==> src/rtl/vga_timing_gen.sv <==
// VGA pixel-timing generator: clock divider, beam position counters, syncs, display enable.
// Optional start-of-frame tick is enabled by defining VGA_FRAME_TICK_EN.
module vga_timing_gen #(
    parameter int unsigned CLK_DIV  = 2,
    parameter int unsigned H_ACTIVE = 640,
    parameter int unsigned H_FP     = 16,
    parameter int unsigned H_SYNC   = 96,
    parameter int unsigned H_BP     = 48,
    parameter int unsigned V_ACTIVE = 480,
    parameter int unsigned V_FP     = 10,
    parameter int unsigned V_SYNC   = 2,
    parameter int unsigned V_BP     = 33
) (
    input  logic       clk_i,
    input  logic       reset_i,
    output logic       pix_en_o,
    output logic       VGA_clk_o,
    output logic       hsync_no,
    output logic       vsync_no,
    output logic [9:0] hpos_o,
    output logic [9:0] vpos_o,
    output logic       display_enable_o,
    output logic       frame_start_o
);

    localparam int unsigned H_TOTAL = H_ACTIVE + H_FP + H_SYNC + H_BP;
    localparam int unsigned V_TOTAL = V_ACTIVE + V_FP + V_SYNC + V_BP;
    localparam int unsigned DivW    = (CLK_DIV > 2) ? $clog2(CLK_DIV) : 1;

    localparam logic [DivW-1:0] DivLast = DivW'(CLK_DIV - 1);
    localparam logic [DivW-1:0] DivHalf = DivW'(CLK_DIV / 2);
    localparam logic [9:0]      HLast   = 10'(H_TOTAL - 1);
    localparam logic [9:0]      VLast   = 10'(V_TOTAL - 1);
    localparam logic [9:0]      HActive = 10'(H_ACTIVE);
    localparam logic [9:0]      VActive = 10'(V_ACTIVE);
    localparam logic [9:0]      HsFirst = 10'(H_ACTIVE + H_FP);
    localparam logic [9:0]      HsLast  = 10'(H_ACTIVE + H_FP + H_SYNC - 1);
    localparam logic [9:0]      VsFirst = 10'(V_ACTIVE + V_FP);
    localparam logic [9:0]      VsLast  = 10'(V_ACTIVE + V_FP + V_SYNC - 1);

    logic [DivW-1:0] div_cnt_q, div_cnt_d;
    logic [9:0]      hpos_q, hpos_d;
    logic [9:0]      vpos_q, vpos_d;
    logic            pix_adv;
    logic            pix_en_q, vga_clk_q, hsync_n_q, vsync_n_q, de_q;

    always_comb begin
        pix_adv   = (div_cnt_q == DivLast);
        div_cnt_d = pix_adv ? '0 : div_cnt_q + 1'b1;
        hpos_d    = hpos_q;
        vpos_d    = vpos_q;
        if (pix_adv) begin
            if (hpos_q == HLast) begin
                hpos_d = '0;
                vpos_d = (vpos_q == VLast) ? '0 : vpos_q + 1'b1;
            end else begin
                hpos_d = hpos_q + 1'b1;
            end
        end
    end

    // Every output is decoded from the next-state values so it lines up with hpos_o/vpos_o.
    always_ff @(posedge clk_i or posedge reset_i) begin
        if (reset_i) begin
            div_cnt_q <= '0;
            hpos_q    <= HLast;
            vpos_q    <= VLast;
            pix_en_q  <= 1'b0;
            vga_clk_q <= 1'b0;
            hsync_n_q <= 1'b1;
            vsync_n_q <= 1'b1;
            de_q      <= 1'b0;
        end else begin
            div_cnt_q <= div_cnt_d;
            hpos_q    <= hpos_d;
            vpos_q    <= vpos_d;
            pix_en_q  <= (div_cnt_d == DivLast);
            vga_clk_q <= (div_cnt_d >= DivHalf);
            hsync_n_q <= !((hpos_d >= HsFirst) && (hpos_d <= HsLast));
            vsync_n_q <= !((vpos_d >= VsFirst) && (vpos_d <= VsLast));
            de_q      <= (hpos_d < HActive) && (vpos_d < VActive);
        end
    end

`ifdef VGA_FRAME_TICK_EN
    logic frame_start_q;

    always_ff @(posedge clk_i or posedge reset_i) begin
        if (reset_i) begin
            frame_start_q <= 1'b0;
        end else begin
            frame_start_q <= pix_adv && (hpos_d == '0) && (vpos_d == '0);
        end
    end

    assign frame_start_o = frame_start_q;
`else
    assign frame_start_o = 1'b0;
`endif

    assign pix_en_o         = pix_en_q;
    assign VGA_clk_o        = vga_clk_q;
    assign hsync_no         = hsync_n_q;
    assign vsync_no         = vsync_n_q;
    assign hpos_o           = hpos_q;
    assign vpos_o           = vpos_q;
    assign display_enable_o = de_q;

endmodule

==> config.mk <==
export PLATFORM = sky130hd
export DESIGN_NAME = vga_timing_gen
export DESIGN_NICKNAME = d
export VERILOG_FILES = /design/src/rtl/vga_timing_gen.sv
export SDC_FILE = /design/constraint.sdc
export NUM_CORES = 1
export LEC_CHECK = 0
export CELL_PAD_IN_SITES_DETAIL_PLACEMENT = 1
export CELL_PAD_IN_SITES_GLOBAL_PLACEMENT = 1
export CORE_ASPECT_RATIO = 1.2
export CORE_MARGIN = 4
export CORE_UTILIZATION = 42
export CTS_CLUSTER_DIAMETER = 200
export CTS_CLUSTER_SIZE = 40
export DETAILED_ROUTE_END_ITERATION = 16
export PLACE_DENSITY_LB_ADDON = 0.1
export SLEW_MARGIN = 20
export SYNTH_ARGS = -nofsm -noshare
export SYNTH_HDL_FRONTEND = slang
export SYNTH_SLANG_ARGS = --single-unit
==> constraint.sdc <==
create_clock -name clk_i -period 4.7 [get_ports clk_i]
set_clock_uncertainty 0.2 [all_clocks]
set_input_delay 0.94 -clock clk_i [delete_from_list [all_inputs] [get_ports clk_i]]
set_output_delay 0.94 -clock clk_i [all_outputs]
set_load 0.005 [all_outputs]
==> results of run 1 <==
layer usage:
metal / global-route usage / up-vias / wire length (um)
met1: 0.237 / 559 / 1500
met5: 0 / - / 0
met4: 0.0434 / 0 / 21
li1: - / 543 / -
met2: 0.312 / 23 / 1810
met3: 0.0201 / 2 / 104
registers in the layout, indices dropped and copies added, names as in the netlist:
signal / count
hsync_no: 1
vsync_no: 1
vpos_o: 10
display_enable_o: 1
pix_en_o: 1
hpos_o: 10
cells in the final DEF, fill, tap and decap left out, types with 2 or more instances in the layout:
cell and instances:
sky130_fd_sc_hd__dfrtp_1 12, sky130_fd_sc_hd__o31ai_1 2, sky130_fd_sc_hd__nor3_1 4, sky130_fd_sc_hd__nor4_1 3
sky130_fd_sc_hd__or3_1 3, sky130_fd_sc_hd__a21oi_1 2, sky130_fd_sc_hd__clkdlybuf4s50_1 26, sky130_fd_sc_hd__inv_1 7
sky130_fd_sc_hd__nand4_1 9, sky130_fd_sc_hd__ha_1 3, sky130_fd_sc_hd__nand2_1 10, sky130_fd_sc_hd__dfstp_2 12
sky130_fd_sc_hd__xnor2_1 9, sky130_fd_sc_hd__nor2_1 10, sky130_fd_sc_hd__a31oi_1 2, sky130_fd_sc_hd__mux2i_1 2
sky130_fd_sc_hd__xor2_1 2, sky130_fd_sc_hd__a22o_2 2, sky130_fd_sc_hd__nand4b_1 3, sky130_fd_sc_hd__o21ai_0 8
sky130_fd_sc_hd__clkbuf_4 3, sky130_fd_sc_hd__nand3_1 4
final cells by class:
class | count | area [um2] | area share
Multi-Input combinational cell | 99 | 684 | 0.411
Sequential cell | 24 | 616 | 0.370
Timing Repair Buffer | 27 | 268 | 0.161
Tap cell | 36 | 45.0 | 0.0270
Clock buffer | 4 | 26.3 | 0.0158
Inverter | 7 | 26.3 | 0.0158
report_power, final:
group / internal, mW / switching (mW)
Sequential: 0.207 / 0
Combinational: 0.000765 / 0.00416
Clock: 0.0331 / 0.0613
stage by stage:
step	setup slack, ns	util	cell area [um2]	hold slack, ns
2_1_floorplan	2.47	-	1390	0.310
3_3_place_gp	2.36	0.522	1640	0.322
3_5_place_dp	2.34	0.522	1640	0.325
4_1_cts	2.05	0.531	1670	0.345
5_1_grt	2.00	0.531	1670	0.373
6_report	2.05	0.531	1670	0.345
logic make-up (layout without fill, tap and decap cells):
kind of cell	after synthesis	in the layout
AO/OA/AOI/OAI	25	25
XOR/XNOR	11	11
adder cells (fa/ha/maj)	3	3
buffers and inverters	18	38
flip-flops	24	24
multiplexers	2	2
other	1	1
AND/OR/NAND/NOR	57	57
how the worst max path moves through the flow:
stage / from / slack (ns) / endpoint
CTS: vpos_o[2] / 2.05 / vpos_o[2]
floorplan: hpos_o[0] / 2.47 / display_enable_o
global placement: hpos_o[0] / 2.36 / display_enable_o
global route: vpos_o[2] / 2.00 / vpos_o[2]
detailed placement: hpos_o[0] / 2.34 / display_enable_o
finish: vpos_o[2] / 2.05 / vpos_o[2]
==> results summary, run 1 <==
The element type at the critical path start is a flop. The fraction of layout cells with a size suffix above 1 is 0.143. The worst register-to-register path ends at display_enable_o.

The die is 60.6 um wide. The starting density of the core is 0.444. The final number of setup-violating endpoints came out at 0. The worst path in the final design needs a cycle of 2.65 ns, including I/O delays and setup. The first global-routing pass estimated 6080 um of wire.

After clock tree synthesis, the clock-pin slew on the worst setup and hold paths is 0.13 ns. The critical path goes through clkdlybuf4s50_1. The placed cell count came out at 193.

The peak supply drop came out at 0.124 mV. After synthesis, the largest family of logic cells by area is simple AND/OR/NAND/NOR gates. The flow ran to the end, and the final reports show no timing, DRC or antenna violations. In the final design database the tool counted 167 nets. At the later pin of the worst-skew pair, clock insertion delay measures 0.31 ns. The synthesized netlist contains 46 unique library cells. The synthesized-area fraction occupied by adder cells came out at 0.0269. The number of nets in the synthesized netlist is 146. In this run the critical register-to-register path is launched from hpos_o[0]. In this run the worst path has a maximum fanout of 11. The area share of the largest cell type after synthesis is 0.226. The area growth from synthesis to layout is 19.5%. Measured against its own limit, the worst slew margin works out to 0.391. Among all stages on the critical path, the largest delay is contributed by sky130_fd_sc_hd__dfstp_2.

The total of fill cells in the finished design came out at 360. The fraction of the yosys area taken by sequential cells came out at 0.442. After synthesis, the most frequently instantiated cells are 12 x sky130_fd_sc_hd__dfrtp_1, 12 x sky130_fd_sc_hd__dfstp_2, 10 x sky130_fd_sc_hd__nand2_1, 10 x sky130_fd_sc_hd__nor2_1. The post-synthesis compound-gate area fraction came to 0.127. The delay of the slowest critical-path stage came out at 0.66 ns. The clock drives 24 sinks.

The post-route non-filler standard cell count is 197. The core area is 3140 um2. The number of buffers created by CTS is 3. The synthesis-stage register bit count came out at 24. The proportion of synthesized area in mux cells is 0.0144.

The buffer levels on the longest clock path came out at 2. The required arrival time at the worst endpoint is 3.56 ns. The pin count of the biggest net entering global routing is 25.

The all-layer global routing usage came out at 0.181. The number of synthesized flops with an enable pin came out at 0. In the final timing run, aggregate negative setup slack is 0 ns. The worst hold path stage count came out at 1. The number of antenna violations at the first check in global routing was 0. The average wire length per cell after detail routing came out at 17.4 um. Once the clock tree was built, the setup fixing pass inserted 0 buffers. The simple-gate share of the synthesized area is 0.250. The number of global-route vias before repair came to 1207. The library cell used as clock root buffer is sky130_fd_sc_hd__clkbuf_4. The repair_antennas step left the layout with diodes totalling 0.

Setup repair after global routing left no endpoint under its margin. The number of detailed-routing iterations run before antenna repair came out at 4. The cell row count came out at 22. The number of buffers added to fix hold violations after cts is 0. The count of nets left with antenna violations once routing finished came out at 0. The number of max-slew violations in the final report came to 0. Broken down by cell family, the worst path's largest delay share belongs to flip-flops. Summed over all layers, the routed wires come to 3440 um.

The level count of the clock H-tree came out at 1. After legalization and detailed placement, the total HPWL measured 2520 um. After global routing the overflow that remains totals 0. The design draws 0.306 mW. The violation count after the first detailed-route iteration came out at 39. The final number of hold-violating endpoints is 0. The max-capacitance violation count came out at 0. The die covers 4310 um2.

Of the total synthesized cell area, the portion taken by XOR and XNOR cells is 0.0691. Data on the critical path arrives at its endpoint at 1.51 ns. The type of the most critical hold path is reg2reg. The synthesized netlist occupies a cell area of 1390 um2. Measured in cells, the most critical reg-to-reg path has a length of 6.

The capture endpoint of the worst hold path is hpos_o[2]. Dividing the detail-routed via count by the number of cells gives 5.72. In the finished design, the share of the clock period the worst path needs comes to 0.563. The quantity of I/O buffers inserted on ports came out at 26.

The register-to-register setup slack came out at 2.28 ns. The kind of critical path is reg2out. The via count of the routed design is 1127. The cell type contributing the most total cell area after synthesis is sky130_fd_sc_hd__dfstp_2. The post-cts repair resize count is 0. The number of primary I/O pins is 28. The yosys synthesis warning count is 0.

The startpoint identified for the worst hold timing path is hpos_o[2]. TritonCTS built the clock tree. Counting both buffers and inverters, the worst setup path holds a total of 1. Synthesis produced a netlist whose cell count is 141. In the post-synthesis netlist, the biggest area contributors are sky130_fd_sc_hd__dfstp_2 23%, sky130_fd_sc_hd__dfrtp_1 22%, sky130_fd_sc_hd__xnor2_1 5.7%. For this run, the leading register cell type out of synthesis is sky130_fd_sc_hd__dfstp_2. For this run, design rule violations remaining after detail routing come to 0. Derived from the worst setup path, the maximum achievable clock frequency is 378 MHz. The transition time of the tightest slew-check pin is 0.912 ns. The power density over the cells came out at 184 nW/um2.

The instance count on the critical path came out at 1. The final RePlAce weighted congestion came out at 0.744. The vertical extent of the die came out at 71.1 um. In this run the static leakage power is 0.661 nW. The mean post-synth cell area came out at 9.89 um2. STA classifies the critical path endpoint as an output port. The fraction of registers with async set/reset came out at 1.00.
Note: power is estimated with default switching activity, not from simulation.
==> run 2: changes to the inputs <==
CORE_UTILIZATION = 35   (was 42)
clock period = 2.3 ns   (was 4.7 ns; I/O delays follow)
==> results summary, run 2 (same netlist as run 1, synthesis figures left out) <==
CTS built an H-tree with a depth of 1. The sum of net half-perimeters after detailed placement is 2800 um. For this block, the initial DRC count from the detailed router was 49. The path class of the tightest hold or removal check is in2async. The die is 77.1 um tall.

The worst-case setup margin in the final layout is 0.0787 ns. The finished layout holds 225 standard cells, fillers aside. The switching power as a share of total power is 0.217.

The number of buffers created by CTS is 3. TritonCTS built the clock tree. Of all nets on the critical path, the largest fanout is 5. The final number of setup-violating endpoints came out at 0. 28 I/O pins were placed. After clock tree synthesis, the clock-pin slew on the worst setup and hold paths is 0.09 ns. Dividing the final minimum period by the clock period gives 0.966. The number of max-slew violations in the final report is 0. The tree is rooted in a sky130_fd_sc_hd__clkbuf_8. The number of detailed-routing iterations run before antenna repair came out at 4.

In the layout the commonest cells are 26 x sky130_fd_sc_hd__clkdlybuf4s50_1, 13 x sky130_fd_sc_hd__buf_4, 12 x sky130_fd_sc_hd__dfrtp_1, 12 x sky130_fd_sc_hd__dfstp_2. The cell-internal power came out at 0.549 mW. The post-route antenna net violation count is 0. The critical path is of the reg2reg type. STA classifies the critical path endpoint as a flop. The starting density of the core came out at 0.374. The die outline width came out at 65.6 um.

The final RePlAce weighted congestion came out at 0.751. Of the total power, combinational logic draws 0.017. The via count of the routed design is 1184. The final number of hold-violating endpoints is 0. The first-pass GRT wire length is 6310 um. The pin count of the biggest net entering global routing came out at 25. The count of clock tree sinks is 24.

The total of fill cells in the finished design came out at 454. The total design power is 0.701 mW. The net count reported at finish is 179. The element type at the critical path start is a flop. Of the total power, the clock network draws 0.380. The core utilization of the finished layout came out at 0.492. The buffer levels on the longest clock path came out at 2. The quantity of I/O buffers inserted on ports is 26. Leaving out fill and tap cells, the most frequent cell in the layout is sky130_fd_sc_hd__clkdlybuf4s50_1. The placed cell count is 218.

The data arrival at the endpoint of the critical path came out at 2.22 ns. The share of total power dissipated in sequential elements is 0.603. The power density over the cells is 383 nW/um2. The run finished with clean final reports.

The die footprint is 5060 um2. The number of global-route vias before repair is 1300. The required arrival time at the worst endpoint is 2.30 ns.

The fraction of layout cells with a size suffix above 1 is 0.249. The combined area of the multi-input logic cells came out at 723 um2. The core area is 3720 um2.

The cell row count is 24. Prior to clock tree synthesis, the placed netlist has a worst setup slack of 0.0537 ns. The antenna diode instance count came out at 0. Static timing analysis puts the maximum clock frequency at 450 MHz.

The switching power summed over all nets came out at 0.152 mW. Summed over all layers, the routed wires come to 3820 um. The peak supply drop is 0.181 mV. The register cell area after layout is 616 um2.

The routed via count divided by cell count came out at 5.26. The area growth from synthesis to layout came out at 31.5%. The number of antenna violations at the first check in global routing is 0. The average wire length per cell after detail routing came out at 17.0 um.

The max-capacitance violation count came out at 0. The remaining global-route overflow came out at 0. The reported leakage power is 0.721 nW.

Clock latency on the worst-skew pair, taken at its later pin, is 0.27 ns. The remaining routing DRC violations is 0. The all-layer global routing usage came out at 0.159. The final period demand of the worst path is 2.22 ns.
-- run 2: cell count changes in the layout (fill, tap and decap cells not counted), moves of 2 or more --
cell | previous run | this run
sky130_fd_sc_hd__buf_4 | 1 | 13
sky130_fd_sc_hd__clkbuf_4 | 3 | 0
sky130_fd_sc_hd__clkbuf_8 | 0 | 3
sky130_fd_sc_hd__o21ai_0 | 8 | 6
sky130_fd_sc_hd__o21ai_1 | 0 | 2
-- run 2: through the flow --
stage / instance area, um2 / TNS, ns / hold WS, ns
floorplan: 1390 / 0 / 0.266
global placement: 1730 / 0 / 0.320
detailed placement: 1730 / 0 / 0.328
CTS: 1770 / 0 / 0.343
global route: 1830 / -0.0290 / 0.384
finish: 1830 / 0 / 0.343
-- run 2: timing repair --
item	4_1_cts	5_1_grt
hold endpoints to repair	0	0
setup endpoints to repair	0	5
gates resized for setup	0	12
buffers inserted	0	3
hold buffers	0	0
-- run 2: path summary, 6_finish.rpt --
| check | from | to | cells after the start | slack, ns |
|---|---|---|---|---|
| worst max register to register | hpos_o[9] | vpos_o[4] | 6 | 0.08 |
| worst max-delay path | hpos_o[9] | vpos_o[4] | 6 | 0.08 |
| min in group clk_i | hpos_o[2] | hpos_o[2] | 1 | 0.36 |
| worst min register to register | hpos_o[2] | hpos_o[2] | 1 | 0.36 |
| max in group asynchronous | reset_i | hpos_o[4] | 3 | 1.26 |
| worst min-delay path | reset_i | hpos_o[6] | 3 | 0.34 |
-- run 2: cell type report --
class                           instances  area share
Timing Repair Buffer                   39       0.195
Inverter                                7      0.0143
Sequential cell                        24       0.336
Clock buffer                            4      0.0246
Tap cell                               52      0.0355
Multi-Input combinational cell         99       0.395
-- run 2: worst max-delay path, cell delays in order, from the launching register on --
cell and delay (ns):
sky130_fd_sc_hd__dfstp_2 0.55, sky130_fd_sc_hd__or3b_4 0.43, sky130_fd_sc_hd__or3_4 0.41, sky130_fd_sc_hd__buf_4 0.17
sky130_fd_sc_hd__nor3_1 0.18, sky130_fd_sc_hd__a21oi_1 0.07, sky130_fd_sc_hd__o21ai_1 0.13
-- run 2: routing by layer --
layer / GRT usage / share of wire / up-vias
met5: 0 / 0 / -
met4: 0.0415 / 0.0060 / 0
met3: 0.0249 / 0.028 / 2
met2: 0.289 / 0.55 / 21
met1: 0.189 / 0.41 / 587
li1: - / - / 574
-- run 2: power groups by stage --
stage / combinational, mW / clock, mW / sequential, mW
finish: 0.0118 / 0.267 / 0.423
global route: 0.0141 / 0.288 / 0.423
detailed placement: 0.0126 / 0 / 0.430
floorplan: 0.00769 / 0 / 0.430
global placement: 0.0123 / 0 / 0.430
CTS: 0.0126 / 0.271 / 0.423
